==> src/rtl/poly_add_seq.sv <==
// rtl/poly_add_seq.sv - Sequenced modular polynomial adder (a+b or a+b+c mod Q) with one shared CLA
//
// Ports:
//   clk, rst_n          clock, asynchronous active-low reset
//   start, three_op     run request (IDLE only) and mode captured with it
//   rd_en, rd_addr      operand RAM read strobe/index (data returns next cycle)
//   a_data/b_data/c_data operand coefficients
//   wr_en, wr_addr, wr_data, wr_ready  result write handshake
//   busy, done          run in progress / one-cycle completion pulse

module poly_add_cla #(
    parameter int W = 12
) (
    input  logic [W-1:0] i_a,
    input  logic [W-1:0] i_b,
    input  logic         i_cin,
    output logic [W-1:0] o_sum,
    output logic         o_cout
);
    localparam int NG = W / 4;

    logic [W-1:0]  w_g;
    logic [W-1:0]  w_p;
    logic [W-1:0]  w_c;
    logic [NG:0]   w_gc;

    // 4-bit lookahead groups; group carries chain across groups.
    always_comb begin
        w_g  = i_a & i_b;
        w_p  = i_a ^ i_b;
        w_c  = '0;
        w_gc = '0;
        w_gc[0] = i_cin;
        for (int k = 0; k < NG; k++) begin
            w_c[4*k]   = w_gc[k];
            w_c[4*k+1] = w_g[4*k] | (w_p[4*k] & w_gc[k]);
            w_c[4*k+2] = w_g[4*k+1] | (w_p[4*k+1] & w_g[4*k])
                       | (w_p[4*k+1] & w_p[4*k] & w_gc[k]);
            w_c[4*k+3] = w_g[4*k+2] | (w_p[4*k+2] & w_g[4*k+1])
                       | (w_p[4*k+2] & w_p[4*k+1] & w_g[4*k])
                       | (w_p[4*k+2] & w_p[4*k+1] & w_p[4*k] & w_gc[k]);
            w_gc[k+1]  = w_g[4*k+3] | (w_p[4*k+3] & w_g[4*k+2])
                       | (w_p[4*k+3] & w_p[4*k+2] & w_g[4*k+1])
                       | (w_p[4*k+3] & w_p[4*k+2] & w_p[4*k+1] & w_g[4*k])
                       | (&w_p[4*k +: 4] & w_gc[k]);
        end
    end

    assign o_sum  = w_p ^ w_c;
    assign o_cout = w_gc[NG];
endmodule

module poly_add_seq #(
    parameter int DATA_WID = 12,
    parameter int N_COEF   = 256,
    parameter int ADDR_WID = 8,
    parameter int Q        = 3329
) (
    input  logic                clk,
    input  logic                rst_n,
    input  logic                start,
    input  logic                three_op,
    output logic                rd_en,
    output logic [ADDR_WID-1:0] rd_addr,
    input  logic [DATA_WID-1:0] a_data,
    input  logic [DATA_WID-1:0] b_data,
    input  logic [DATA_WID-1:0] c_data,
    output logic                wr_en,
    output logic [ADDR_WID-1:0] wr_addr,
    output logic [DATA_WID-1:0] wr_data,
    input  logic                wr_ready,
    output logic                busy,
    output logic                done
);
    typedef enum logic [2:0] {
        S_IDLE = 3'd0,
        S_RD   = 3'd1,
        S_ADD1 = 3'd2,
        S_ADD2 = 3'd3,
        S_WR   = 3'd4,
        S_FIN  = 3'd5
    } state_t;

    localparam logic [DATA_WID:0]   Q_EXT    = (DATA_WID+1)'(Q);
    localparam logic [ADDR_WID-1:0] LAST_IDX = ADDR_WID'(N_COEF - 1);

    state_t              r_state;
    state_t              w_next;
    logic [ADDR_WID-1:0] r_idx;
    logic [DATA_WID-1:0] r_tmp;
    logic [DATA_WID-1:0] r_wr_data;
    logic                r_mode;
    logic                r_busy;
    logic                r_done;
    logic                w_rd_en;
    logic                w_wr_en;

    logic [DATA_WID-1:0] w_op_a;
    logic [DATA_WID-1:0] w_op_b;
    logic [DATA_WID-1:0] w_sum_lo;
    logic                w_cout;
    logic [DATA_WID:0]   w_sum;
    logic [DATA_WID:0]   w_diff;
    logic [DATA_WID-1:0] w_red;

    // Shared adder: second pass folds c into the partial sum held in r_tmp.
    assign w_op_a = (r_state == S_ADD2) ? r_tmp  : a_data;
    assign w_op_b = (r_state == S_ADD2) ? c_data : b_data;

    poly_add_cla #(.W(DATA_WID)) u_cla (
        .i_a    (w_op_a),
        .i_b    (w_op_b),
        .i_cin  (1'b0),
        .o_sum  (w_sum_lo),
        .o_cout (w_cout)
    );

    // One conditional subtraction; exact only for operands already in [0,Q-1].
    assign w_sum  = {w_cout, w_sum_lo};
    assign w_diff = w_sum - Q_EXT;
    assign w_red  = (w_sum >= Q_EXT) ? w_diff[DATA_WID-1:0] : w_sum[DATA_WID-1:0];

    always_ff @(posedge clk or negedge rst_n) begin
        if (!rst_n) begin
            r_state <= S_IDLE;
        end else begin
            r_state <= w_next;
        end
    end

    always_comb begin
        w_next  = r_state;
        w_rd_en = 1'b0;
        w_wr_en = 1'b0;
        case (r_state)
            S_IDLE: if (start) w_next = S_RD;
            S_RD: begin
                w_rd_en = 1'b1;
                w_next  = S_ADD1;
            end
            S_ADD1: w_next = r_mode ? S_ADD2 : S_WR;
            S_ADD2: w_next = S_WR;
            S_WR: begin
                w_wr_en = 1'b1;
                if (wr_ready) w_next = (r_idx == LAST_IDX) ? S_FIN : S_RD;
            end
            S_FIN:  w_next = S_IDLE;
            default: w_next = S_IDLE;
        endcase
    end

    always_ff @(posedge clk or negedge rst_n) begin
        if (!rst_n) begin
            r_idx     <= '0;
            r_tmp     <= '0;
            r_wr_data <= '0;
            r_mode    <= 1'b0;
            r_busy    <= 1'b0;
            r_done    <= 1'b0;
        end else begin
            r_done <= 1'b0;
            case (r_state)
                S_IDLE: begin
                    if (start) begin
                        r_mode <= three_op;
                        r_idx  <= '0;
                        r_busy <= 1'b1;
                    end
                end
                S_ADD1: begin
                    r_tmp <= w_red;
                    if (!r_mode) r_wr_data <= w_red;
                end
                S_ADD2: r_wr_data <= w_red;
                S_WR: begin
                    // idx holds at the last index; it is cleared only by the next start.
                    if (wr_ready && (r_idx != LAST_IDX)) r_idx <= r_idx + ADDR_WID'(1);
                end
                S_FIN: begin
                    r_done <= 1'b1;
                    r_busy <= 1'b0;
                end
                default: ;
            endcase
        end
    end

    assign rd_en   = w_rd_en;
    assign rd_addr = r_idx;
    assign wr_en   = w_wr_en;
    assign wr_addr = r_idx;
    assign wr_data = r_wr_data;
    assign busy    = r_busy;
    assign done    = r_done;
endmodule

==> config.mk <==
export PLATFORM = sky130hd
export DESIGN_NAME = poly_add_seq
export DESIGN_NICKNAME = d
export VERILOG_FILES = /design/src/rtl/poly_add_seq.sv
export SDC_FILE = /design/constraint.sdc
export NUM_CORES = 1
export LEC_CHECK = 0
export BUFFER_PORTS_ARGS = -buffer_cell sky130_fd_sc_hd__buf_2
export CAP_MARGIN = 40
export CORE_UTILIZATION = 26
export CTS_CLUSTER_SIZE = 16
export DETAILED_ROUTE_END_ITERATION = 10
export PLACE_DENSITY = 0.43
export SLEW_MARGIN = 25
export SYNTH_ARGS = -nofsm -noshare
export SYNTH_HDL_FRONTEND = slang
export SYNTH_SLANG_ARGS = --single-unit
==> constraint.sdc <==
create_clock -name clk -period 10.7 [get_ports clk]
set_clock_uncertainty 0.15 [all_clocks]
set_input_delay 1.605 -clock clk [delete_from_list [all_inputs] [get_ports clk]]
set_output_delay 1.605 -clock clk [all_outputs]
set_load 0.03 [all_outputs]
==> metrics.csv, run 1 <==
metric;value;unit
status;finished, violations left;
violations;design-rule violations;
critPathLaunch;a_data[3];
synth.yosys.seq_area_share;34.7;%
first_pass_iters;7;
port_buffers;72;
grt_pass1_wl;10500;um
r2r-end;r_tmp[11];
worstReg2RegStart;r_state[1];
post_drt_wl_per_cell;12.2;um
antenna_found_initial;0;
synth_common_cells;nand2_1, dfrtp_1, o21ai_0, mux2_2, inv_1;
grt-ovfl-total;0;
syn_inst;303;
clock_sinks;38;
ctsHoldBuffers;0;
start_util;26.6;%
cts_buffers;5;
netlist.area_leader.share;34.7;%
cts-root-buf;clkbuf_8;
synth_nets;362;
drive_above_1_share;32.3;%
max_freq;186;MHz
die_y;105;um
place_ws;4960;ps
setup.worst_path.end;r_tmp[11];
path_common_cell;nor2_1;
nets;426;
num_rows;37;
worst_slack;5330;ps
worst_setup_path_end_kind;flop;
yosysWarnings;0;
syn2layout_area_growth;22.1;%
die_x;105;um
setup_viol;0;
critical_path_depth;16;
hold_viol;0;
cpPeakStageDelay;380;ps
first_global_vias;2124;
track_usage;11.9;%
cp.required;10690;ps
r2r_slack;5550;ps
yosys.area.top_type;dfrtp_1;
ys.flop_type;dfrtp_1;
synth_cell_types;50;
rsz0062_at_grt;no;
maxSlewViolCount;0;
ctsHtreeMaxLevel;2;
synth-edff-count;0;
clk_latency;290;ps
via_count;2253;
power_leakage;1.65;nW
design.die.area;10900;um^2
post-route-min-period;5370;ps
max-vdd-ir-drop;0.0816;mV
path_clk_slew;80;ps
cts_tree;built;
dp_hpwl;4980;um
antenna_cells;0;
cts_setup_buffers;0;
cellPowerDensity;266;nW/um^2
clockBufferDepth;2;
crit_family;compound AO/OA/AOI/OAI gates;
netlist_area;2740;um^2
syn_avg_cell_area;9.04;um^2
total_power;891;uW
hold_depth;2;
crit_chain;buf_2, mux2_2, ha_1, a41o_1, a211o_2, a2111oi_4, nor2_1, fa_1, xor2_1, inv_1, a31o_2, maj3_1, a21oi_1, nor2_1, a221oi_1, o21ai_0;
io_pins;73;
slew_headroom;51.8;%
yosysMostFrequentCell;nand2_1;
wl;6160;um
grt_max_degree;25;
crit_type;in -> reg;
tns;0;ps
arrival;5370;ps
gp_congestion;0.752;
fin_cells;504;
via_per_inst;4.47;
synth-seq-cells;38;
cp_max_fo;5;
period_share;50.2;%
maxCapViolCount;0;
drc;2;
hold_path.class;reg -> reg;
drt_iter0_markers;133;
synthTopCellsByArea;dfrtp_1, mux2_2, ha_1;
placedCellCount;496;
crit_path_start_kind;primary input;
post_cts_resized;0;
tightest_slew;724;ps
async_flop_share;100;%
cp_slowest_cell;fa_1;
final_antenna_net_count;0;
ff2ff_path_depth;19;
critPathBufInv;2;
core_area;10300;um^2
-- kinds of logic (layout without fill, tap and decap cells) --
| family | after synthesis | in the layout | share of synthesized area (%) |
|---|---|---|---|
| AOI/OAI and AO/OA | 70 | 70 | 16.4 |
| xor gates and xnor gates | 19 | 19 | 6.08 |
| adders and majority gates | 19 | 19 | 9.41 |
| buffers and inverters | 41 | 106 | 7.26 |
| DFF | 38 | 38 | 34.7 |
| muxes | 28 | 28 | 11.3 |
| and+or+nand+nor | 88 | 88 | 14.9 |
-- stage by stage --
| step | cell area [um^2] | hold slack, ps | utilization (%) |
|---|---|---|---|
| after floorplan | 2740 | 296 | - |
| after global placement | 3160 | 310 | 30.8 |
| after detailed placement | 3200 | 315 | 31.2 |
| after CTS | 3340 | 334 | 32.5 |
| after global routing | 3340 | 352 | 32.5 |
| final | 3340 | 325 | 32.5 |
-- power by group --
group | internal, mW | leakage (nW) | switching (mW) | total, mW
registers | 0.200 | 0.483 | 0.0442 | 0.244
clock network | 0.0995 | 0.0714 | 0.0522 | 0.152
logic | 0.190 | 1.10 | 0.305 | 0.495
total | 0.489 | 1.65 | 0.401 | 0.891
-- worst register-to-register path, delay by kind of cell, from the launching register on --
family	cells	cell delay (ps)
adder cells (fa/ha/maj)	3	1080
XOR/XNOR	1	260
AO/OA/AOI/OAI	7	1780
multiplexers	1	390
AND/OR/NAND/NOR	4	310
flip-flops	1	440
buffers and inverters	3	600
-- how the worst min path moves through the flow --
| stage | to | slack, ps | startpoint |
|---|---|---|---|
| after floorplan | r_tmp[0] | 300 | r_tmp[0] |
| after global placement | r_tmp[8] | 310 | r_tmp[8] |
| after detailed placement | wr_data[1] | 310 | wr_data[1] |
| after CTS | wr_data[1] | 330 | wr_data[1] |
| after global routing | r_tmp[8] | 350 | r_tmp[8] |
| final | wr_data[1] | 320 | wr_data[1] |
-- registers in the layout (all words and copies together), names as in the netlist --
name,cells
wr_data,12
r_state,3
rd_addr,8
busy,1
done,1
r_mode,1
r_tmp,12
-- cell type report --
class	count	area [um^2]
Inverter	21	78.8
Fill cell	1114	6930
Tap cell	136	170
Multi-Input combinational cell	224	1590
Clock inverter	2	60.1
Sequential cell	38	951
Clock buffer	6	82.6
Timing Repair Buffer	77	413
-- layout by cell type, fill, tap and decap left out, types with 2 or more instances in the layout --
cell       Yosys  final
a21o_1         3      3
a21oi_1       12     12
a31o_2         2      2
a31oi_1        2      2
buf_2          0     74
buf_4          8      2
bufinv_16      0      2
clkbuf_8       0      6
dfrtp_1       38     38
fa_1           3      3
ha_1          15     15
inv_1         21     21
mux2_2        23     23
mux2i_1        5      5
nand2_1       45     45
nand2b_1       2      2
nand3_1        6      6
nand4_1        3      3
nor2_1        12     12
nor2b_1        2      2
nor3_1         4      4
o21ai_0       24     24
o21ai_1       12     12
or2_2          2      2
or3_1          5      5
xnor2_1       11     11
xor2_1         8      8
-- per-layer routing --
layer | up-vias | share of wire [%] | routed length [um] | track usage, %
li1 | 1169 | - | - | -
met1 | 1025 | 51 | 3150 | 16.9
met2 | 55 | 45 | 2760 | 18.8
met3 | 4 | 3.2 | 198 | 1.75
met4 | 0 | 0.91 | 56 | 3.02
met5 | - | 0 | 0 | 0
Power figures use the tool's default switching activity.
==> run 2, diff against run 1 <==
Settings changed: ABC_AREA set to 1.
Clock period 10.7 ns to 5.6 ns, I/O delays scaled along.
==> metrics.csv, run 2 <==
metric;value;unit
cellPowerDensity;630;nW/um^2
path_clk_slew;50;ps
place_ws;659;ps
final_common_cell;nand2_1;
track_usage;13.6;%
placed_cell_area;3450;um^2
cp.required;5610;ps
die_y;109;um
die_x;109;um
first_global_vias;2686;
tns;0;ps
tightest_slew;621;ps
crit_type;reg -> reg;
netlist_area;2990;um^2
max_freq;204;MHz
layout_common_cells;nand2_1, buf_2, inv_1;
post_drt_wl_per_cell;11.8;um
synthTopCellsByArea;dfrtp_1, nand2_1, nand3_1;
synth-edff-count;0;
syn_avg_cell_area;6.90;um^2
r2r-end;wr_data[0];
first_pass_iters;4;
clock_sinks;38;
n_fill_cell;1234;
crit_path_start_kind;flop;
post_cts_resized;0;
grt_pass1_wl;12600;um
drive_above_1_share;21.9;%
synth_cell_types;37;
yosys.area.top_type;dfrtp_1;
nets;557;
clk_latency;280;ps
max-vdd-ir-drop;0.220;mV
syn2layout_area_growth;19.8;%
synth-seq-cells;38;
drc;0;
arrival;4910;ps
worstReg2RegStart;r_state[2];
cts_buffers;5;
cts_tree;built;
io_pins;73;
setup_viol;0;
synth_nets;492;
worst_setup_path_end_kind;flop;
post-route-min-period;4900;ps
final_antenna_net_count;0;
port_buffers;72;
cp_max_fo;16;
maxSlewViolCount;0;
clockBufferDepth;2;
power_leakage;2.05;nW
via_count;2789;
drt_iter0_markers;144;
synth.yosys.seq_area_share;31.8;%
period_share;87.5;%
design.die.area;11900;um^2
via_per_inst;4.37;
hold_ws;331;ps
netlist.area_leader.share;31.8;%
start_util;27.1;%
synth_common_cells;nand2_1, inv_1, nand3_1, dfrtp_1, nor2_1;
worst_slack;701;ps
async_flop_share;100;%
grt-ovfl-total;0;
ys.flop_type;dfrtp_1;
setup.worst_path.end;wr_data[0];
hold_viol;0;
ff2ff_path_depth;24;
slew_headroom;58.6;%
ctsHoldBuffers;0;
yosysMostFrequentCell;nand2_1;
maxCapViolCount;0;
ctsHtreeMaxLevel;2;
num_rows;38;
core_area;11000;um^2
cts_setup_buffers;0;
critPathLaunch;r_state[2];
antenna_cells;0;
r2r_slack;700;ps
cts-root-buf;clkbuf_16;
antenna_found_initial;0;
finalInstanceArea;3580;um^2
yosysWarnings;0;
status;complete, no violations;
gp_congestion;0.801;
wl;7560;um
syn_inst;433;
grt_max_degree;25;
rsz0062_at_grt;no;
hold_path.class;reg -> reg;
dp_hpwl;5940;um
run 2: layout make-up:
cell class | count | area, um^2 | area share, %
inverter | 53 | 199 | 5.56
clock buffer | 7 | 133 | 3.71
tap | 140 | 175 | 4.90
multi-input combinational | 323 | 1700 | 47.6
timing repair buffer | 77 | 418 | 11.7
sequential | 38 | 951 | 26.6
run 2: logic make-up after synthesis:
group,synth area share [%]
adder cells (fa/ha/maj),8.30
buffers and inverters,11.1
AO/OA/AOI/OAI,4.99
flip-flops,31.8
XOR/XNOR,2.60
AND/OR/NAND/NOR,41.1
run 2: critical path: stages (launching register included):
cell	delay, ps
dfrtp_1	450
nor2_1	160
inv_1	70
nor2_1	210
clkinv_1	410
o21ai_0	440
inv_1	80
ha_1	210
a21oi_2	190
nor2_1	60
nor3_1	150
nand2_1	130
fa_1	390
xnor2_1	470
nand3_1	130
nor3_1	200
nand2_1	70
nor2_1	90
nand2_1	70
nand2_2	80
nand2_4	100
nand2_4	240
nand2_1	110
nand3_1	90
nand2_1	60
run 2: how the worst min path moves through the flow:
| stage | cells past startpoint | to | slack [ps] | from |
|---|---|---|---|---|
| 6_report | 2 | wr_data[9] | 330 | wr_data[9] |
| 3_5_place_dp | 2 | wr_data[3] | 320 | wr_data[3] |
| 4_1_cts | 2 | wr_data[9] | 330 | wr_data[9] |
| 3_3_place_gp | 2 | wr_data[6] | 310 | wr_data[6] |
| 2_1_floorplan | 2 | r_tmp[4] | 290 | r_tmp[4] |
| 5_1_grt | 2 | r_tmp[3] | 340 | r_tmp[3] |
run 2: power breakdown:
part / internal [mW] / switching [mW]
Sequential: 0.387 / 0.0640
Clock: 0.163 / 0.105
Combinational: 0.504 / 1.03
run 2: per-stage QoR:
| step | power [mW] | std cells | utilization (%) |
|---|---|---|---|
| after global routing | 2.50 | 638 | 32.4 |
| after global placement | 2.00 | 629 | 30.9 |
| after detailed placement | 2.00 | 631 | 31.2 |
| after floorplan | 1.72 | 433 | - |
| final | 2.26 | 638 | 32.4 |
| after CTS | 2.29 | 638 | 32.4 |
run 2: layer usage:
| metal | vias to the layer above | track usage [%] | routed length [um] |
|---|---|---|---|
| li1 | 1477 | - | - |
| met1 | 1242 | 18.3 | 3740 |
| met2 | 66 | 22.7 | 3460 |
| met3 | 4 | 2.27 | 335 |
| met4 | 0 | 2.86 | 21 |
| met5 | - | 0 | 0 |
